## src/rtl/sensor_frame_builder.sv

```systemverilog
// Collects round-robin sensor samples, averages 2**AVG_LOG2 rounds per channel,
// subtracts a per-channel baseline (clamped at zero) and hands the frame out by valid/ready.
module sensor_frame_builder #(
   parameter int NUM_CH   = 6,
   parameter int DW       = 8,
   parameter int AVG_LOG2 = 2,
   parameter int CH_W     = $clog2(NUM_CH),
   parameter int ACC_W    = DW + AVG_LOG2
) (
   input  logic            clk_i,
   input  logic            rst_i,
   input  logic            s_valid_i,
   output logic            s_ready_o,
   input  logic [CH_W-1:0] s_ch_i,
   input  logic [DW-1:0]   s_data_i,
   input  logic            base_we_i,
   input  logic [CH_W-1:0] base_ch_i,
   input  logic [DW-1:0]   base_data_i,
   output logic            frame_valid_o,
   input  logic            frame_ready_i,
   output logic [DW-1:0]   frame_o [NUM_CH],
   output logic            seq_err_o
);

   localparam logic [1:0] ST_ACCUM = 2'd0;
   localparam logic [1:0] ST_CALC  = 2'd1;
   localparam logic [1:0] ST_OUT   = 2'd2;

   localparam int              RND_W    = (AVG_LOG2 > 0) ? AVG_LOG2 : 1;
   localparam logic [CH_W-1:0] LAST_CH  = CH_W'(NUM_CH - 1);
   localparam logic [RND_W-1:0] LAST_RND = RND_W'((1 << AVG_LOG2) - 1);

   logic [1:0]       state_q, state_d;
   logic [ACC_W-1:0] acc_q [NUM_CH];
   logic [ACC_W-1:0] acc_d [NUM_CH];
   logic [DW-1:0]    base_q [NUM_CH];
   logic [DW-1:0]    base_d [NUM_CH];
   logic [DW-1:0]    frame_q [NUM_CH];
   logic [DW-1:0]    frame_d [NUM_CH];
   logic [CH_W-1:0]  exp_ch_q, exp_ch_d;
   logic [RND_W-1:0] round_q, round_d;
   logic             frame_valid_q, frame_valid_d;
   logic             seq_err_q, seq_err_d;
   logic             accept;

   // Floor-average of the accumulated rounds minus baseline, clamped at zero.
   function automatic logic [DW-1:0] sub_clamp(input logic [ACC_W-1:0] acc,
                                                input logic [DW-1:0]    base);
      logic [DW-1:0] mean;
      mean = acc[ACC_W-1:AVG_LOG2];
      if (mean > base) return mean - base;
      return '0;
   endfunction

   assign s_ready_o     = (state_q == ST_ACCUM);
   assign accept        = s_valid_i && s_ready_o;
   assign frame_valid_o = frame_valid_q;
   assign frame_o       = frame_q;
   assign seq_err_o     = seq_err_q;

   always_comb begin
      state_d       = state_q;
      acc_d         = acc_q;
      base_d        = base_q;
      frame_d       = frame_q;
      exp_ch_d      = exp_ch_q;
      round_d       = round_q;
      frame_valid_d = frame_valid_q;
      seq_err_d     = seq_err_q;

      case (state_q)
         ST_ACCUM: begin
            if (accept) begin
               if (s_ch_i == exp_ch_q) begin
                  acc_d[exp_ch_q] = acc_q[exp_ch_q] + ACC_W'(s_data_i);
                  if (exp_ch_q == LAST_CH) begin
                     exp_ch_d = '0;
                     round_d  = round_q + RND_W'(1);
                     if (round_q == LAST_RND) state_d = ST_CALC;
                  end else begin
                     exp_ch_d = exp_ch_q + CH_W'(1);
                  end
               end else begin
                  // Out-of-order sample: drop it and abort the partial frame.
                  for (int c = 0; c < NUM_CH; c++) acc_d[c] = '0;
                  exp_ch_d  = '0;
                  round_d   = '0;
                  seq_err_d = 1'b1;
               end
            end
         end
         ST_CALC: begin
            for (int c = 0; c < NUM_CH; c++) begin
               frame_d[c] = sub_clamp(acc_q[c], base_q[c]);
               acc_d[c]   = '0;
            end
            exp_ch_d      = '0;
            round_d       = '0;
            frame_valid_d = 1'b1;
            state_d       = ST_OUT;
         end
         ST_OUT: begin
            if (frame_ready_i) begin
               frame_valid_d = 1'b0;
               state_d       = ST_ACCUM;
            end
         end
         default: state_d = ST_ACCUM;
      endcase

      // Baseline writes land after this edge, so a write on the CALC edge affects only later frames.
      if (base_we_i && (int'(base_ch_i) < NUM_CH)) base_d[base_ch_i] = base_data_i;
   end

   always_ff @(posedge clk_i) begin
      if (rst_i) begin
         state_q       <= ST_ACCUM;
         exp_ch_q      <= '0;
         round_q       <= '0;
         frame_valid_q <= 1'b0;
         seq_err_q     <= 1'b0;
         for (int c = 0; c < NUM_CH; c++) begin
            acc_q[c]   <= '0;
            base_q[c]  <= '0;
            frame_q[c] <= '0;
         end
      end else begin
         state_q       <= state_d;
         acc_q         <= acc_d;
         base_q        <= base_d;
         frame_q       <= frame_d;
         exp_ch_q      <= exp_ch_d;
         round_q       <= round_d;
         frame_valid_q <= frame_valid_d;
         seq_err_q     <= seq_err_d;
      end
   end

endmodule
```

## config.mk

```make
export PLATFORM = sky130hd
export DESIGN_NAME = sensor_frame_builder
export DESIGN_NICKNAME = d
export VERILOG_FILES = /design/src/rtl/sensor_frame_builder.sv
export SDC_FILE = /design/constraint.sdc
export NUM_CORES = 1
export LEC_CHECK = 0
export CORE_ASPECT_RATIO = 0.5
export CORE_UTILIZATION = 51
export CTS_BUF_LIST = sky130_fd_sc_hd__clkbuf_8
export DETAILED_ROUTE_END_ITERATION = 6
export GPL_TIMING_DRIVEN = 0
export PLACE_DENSITY = 0.72
export SYNTH_ARGS = -nofsm -noshare
export SYNTH_HDL_FRONTEND = slang
export SYNTH_SLANG_ARGS = --single-unit
```

## constraint.sdc

```tcl
create_clock -name clk_i -period 8.2 [get_ports clk_i]
set_input_delay 2.46 -clock clk_i [delete_from_list [all_inputs] [get_ports clk_i]]
set_output_delay 2.46 -clock clk_i [all_outputs]
set_load 0.01 [all_outputs]
```

==> reports/metrics.cfg <==
[run_status]
result_of_the_run=finished, final reports clean

[logic_synthesis]
synth_compound_gate_area_share=0.241
ys_top_cells_by_count=dfxtp_1 (165), nand2_1 (145), nor2_1 (92)
yosys.area.top_type=dfxtp_1
post_synth_num_cell_types=76
synth_top_area_frac=0.360
synth_simple_gate_area_frac=0.194
yosys.area_share.xor_xnor=0.0246
synthesis.nets=1155
dominant_combinational_cell_family_by_area_after_synthesis=compound AO/OA/AOI/OAI gates
synth_edf_count=0
synth_warnings=0
synth-main-ff-cell=dfxtp_1
synth_top_area_cells=dfxtp_1 (36%), ha_1 (7.8%), nand2_1 (5.9%), a21oi_1 (4.5%), nor2_1 (3.8%)
share_of_flip_flops_with_an_asynchronous_set_or_reset=0
post_synth_instance_area_um2=9170
synth_cells=1064
synth-adder-area-share=0.0931
synth.ff_latch_count=165
yosysSeqAreaShare=0.360
synth_mux_area_frac=0.0386
synthMostInstantiatedCell=dfxtp_1
synth.avg_cell_area_um2=8.62

[critical_path]
sort_of_element_at_the_end_of_the_critical_path=register
critPathMaxStageDelay_ns=0.61
cp_top_family=XOR/XNOR gates
required_time_at_the_worst_slack_endpoint_ns=8.53
cp.buffers_inverters=2
critical_path.most_common_cell=o21ai_0
cp_cell_sequence=clkdlybuf4s50_1 -> ha_1 -> inv_1 -> fa_1 -> nor2b_1 -> o31a_1 -> o21ai_0 -> xnor2_1 -> o21ai_0
worst_setup_path_start_kind=primary input
cp_data_arrival_time_ns=5.01
worst-setup-path-type=primary input to register
crit_slowest_cell=xnor2_1
worstPathMaxFanout=6

[cells_and_area]
instances_no_fill=1407
final_net_count=1251
layout-drive-gt1-share=0.0776
fillers=1537
area_delta_synth_final_pct=15.9
insertedDiodeCount=0

[clocking]
ctsHtreeMaxLevel=4
postCtsHoldBufs=0
cts_resized=0
cts-buffers-inserted=17
ctsLongestPathBuffers=2
cts.sink_count=165
clock_tree_from_tritoncts=done
post_cts.repair.setup_buffers=0
cts.reportedPaths.clkPinSlew_ns=0.10
clockRootBuffer=clkbuf_8
clk_latency_ns=0.47

[floorplan]
floorplan.initialDensity=0.524
die_height_um=96.8
fp.dieArea_um2=18600
fp-row-count=34
placeableCoreArea_um2=17500
floorplan.die.width_um=192
pin_count=78

[grt]
grt_start_max_net_pins=18
globalRoute.totalOverflow=0
global_route_wire_length_before_repair_um=44700
antenna_found_initial=1
track_usage=0.317
via_count_of_the_first_global_routing_pass=7916

[sta]
final.period_utilization=0.571
timing_max_transition_violations_final=0
timing_hold_violations_final=0
tightest_slew_ns=1.08
timing.slew.headroom=0.277
setup-violations-final=0
max_freq_mhz=213
totalNegativeSetupSlack_ns=0
skew_ns=0.0186
fin_crit_ns=4.69
setup_repair_after_global_routing_missed_its_margin=false

[run]
max_cap_violations=0

[placement]
gp_congestion=0.912
placed_cells=1375
detailedPlacementHpwl_um=21600
port_buffers=77

[pwr]
static_leakage_power_nw=3.71
worst_vdd_rail_ir_drop_mv=0.109
cellPowerDensity_nw_per_um2=150

[route]
vias=8430
drt-initial-drc-count=738
drcViolationCount=0
wl_per_cell_um=20.2
first_pass_iters=5
postRouteAntennaNets=0
route.detailed.vias_per_inst=5.99
postRouteWirelength_um=28400

[hold_path]
hold_class=register to register

## worst register-to-register path: cells and delay by family, from the launching register on
kind	cells	cell delay [ns]
buffers and inverters	4	0.85
AO/OA/AOI/OAI	4	0.80
adder cells (fa/ha/maj)	2	0.64
XOR/XNOR	1	0.61
flip-flops	1	0.41
AND/OR/NAND/NOR	1	0.22
multiplexers	1	0.15
## sequential cells by signal (all words and copies together), names as in the netlist
register / count
acc_q: 60
state_q: 2
frame_valid_o: 1
base_q: 48
seq_err_o: 1
frame_o: 48
round_q: 2
exp_ch_q: 3
## where the power goes
part	internal (mW)	switching [mW]	total, mW	leakage (nW)
clock network	0.254	0.356	0.610	0.203
logic	0.0637	0.107	0.170	2.17
registers	0.807	0.00437	0.811	1.33
## cell families after synthesis
logic type / after synthesis
fa+ha+maj: 64
xor+xnor: 21
buf+inv: 108
simple gates: 360
mux: 24
flops: 165
compound gates: 322
## metrics by stage
stage               cell area [um2]  utilization  power [mW]  hold WS, ns  setup WS, ns
global route                  10600        0.608        1.65        0.468          3.36
floorplan                      9170            -       0.936        0.436          4.17
global placement              10200        0.585       0.993        0.442          3.14
finish                        10600        0.608        1.59        0.459          3.51
CTS                           10600        0.608        1.59        0.461          3.58
detailed placement            10200        0.585       0.996        0.449          3.09
## path summary, 6_finish.rpt
path | startpoint | endpoint | slack (ns) | depth (start not counted)
min | frame_o[8] | frame_o[8] | 0.46 | 2
max reg2reg | exp_ch_q[0] | acc_q[58] | 4.41 | 13
min reg2reg | frame_o[8] | frame_o[8] | 0.46 | 2
max | s_data_i[0] | acc_q[58] | 3.51 | 9
## routing by layer
metal  vias up  share of wire  GRT usage
met5         -        0.00046          0
met4         2          0.018     0.0788
met3        46          0.074     0.0671
met2       310           0.42      0.464
met1      4047           0.49      0.470
li1       4025              -          -
## cell type report
type                    instances  area (um2)  share of cell area
multi-input cells             791        5410               0.509
inverters                      72         270              0.0254
repair buffers                 77         771              0.0725
clock inverters                15         161              0.0152
plain buffers                  36         183              0.0172
flip-flops and latches        165        3300               0.311
well taps                     234         293              0.0275
clock buffers                  17         234              0.0220
## cell usage in the layout, fill, tap and decap left out, types with 9 or more instances in the layout
master           netlist  routed
o21ai_0               67      67
nor3_1                11      11
nand2_1              145     145
nand3_1               21      21
and3_1                14      14
inv_1                 71      71
a22o_1                26      26
a22oi_1               31      31
nor2b_1               16      16
mux4_2                 9       9
buf_2                 17      17
o31ai_1               12      12
clkbuf_8               0      17
nor2_1                92      92
or3_1                  9       9
o21a_1                14      14
xor2_1                11      11
nand2b_1              12      12
mux2i_1               14      14
clkdlybuf4s50_1        0      77
a32oi_1               12      12
ha_1                  57      57
a21oi_1               82      82
dfxtp_1              165     165
Note: power is estimated with default switching activity, not from simulation.
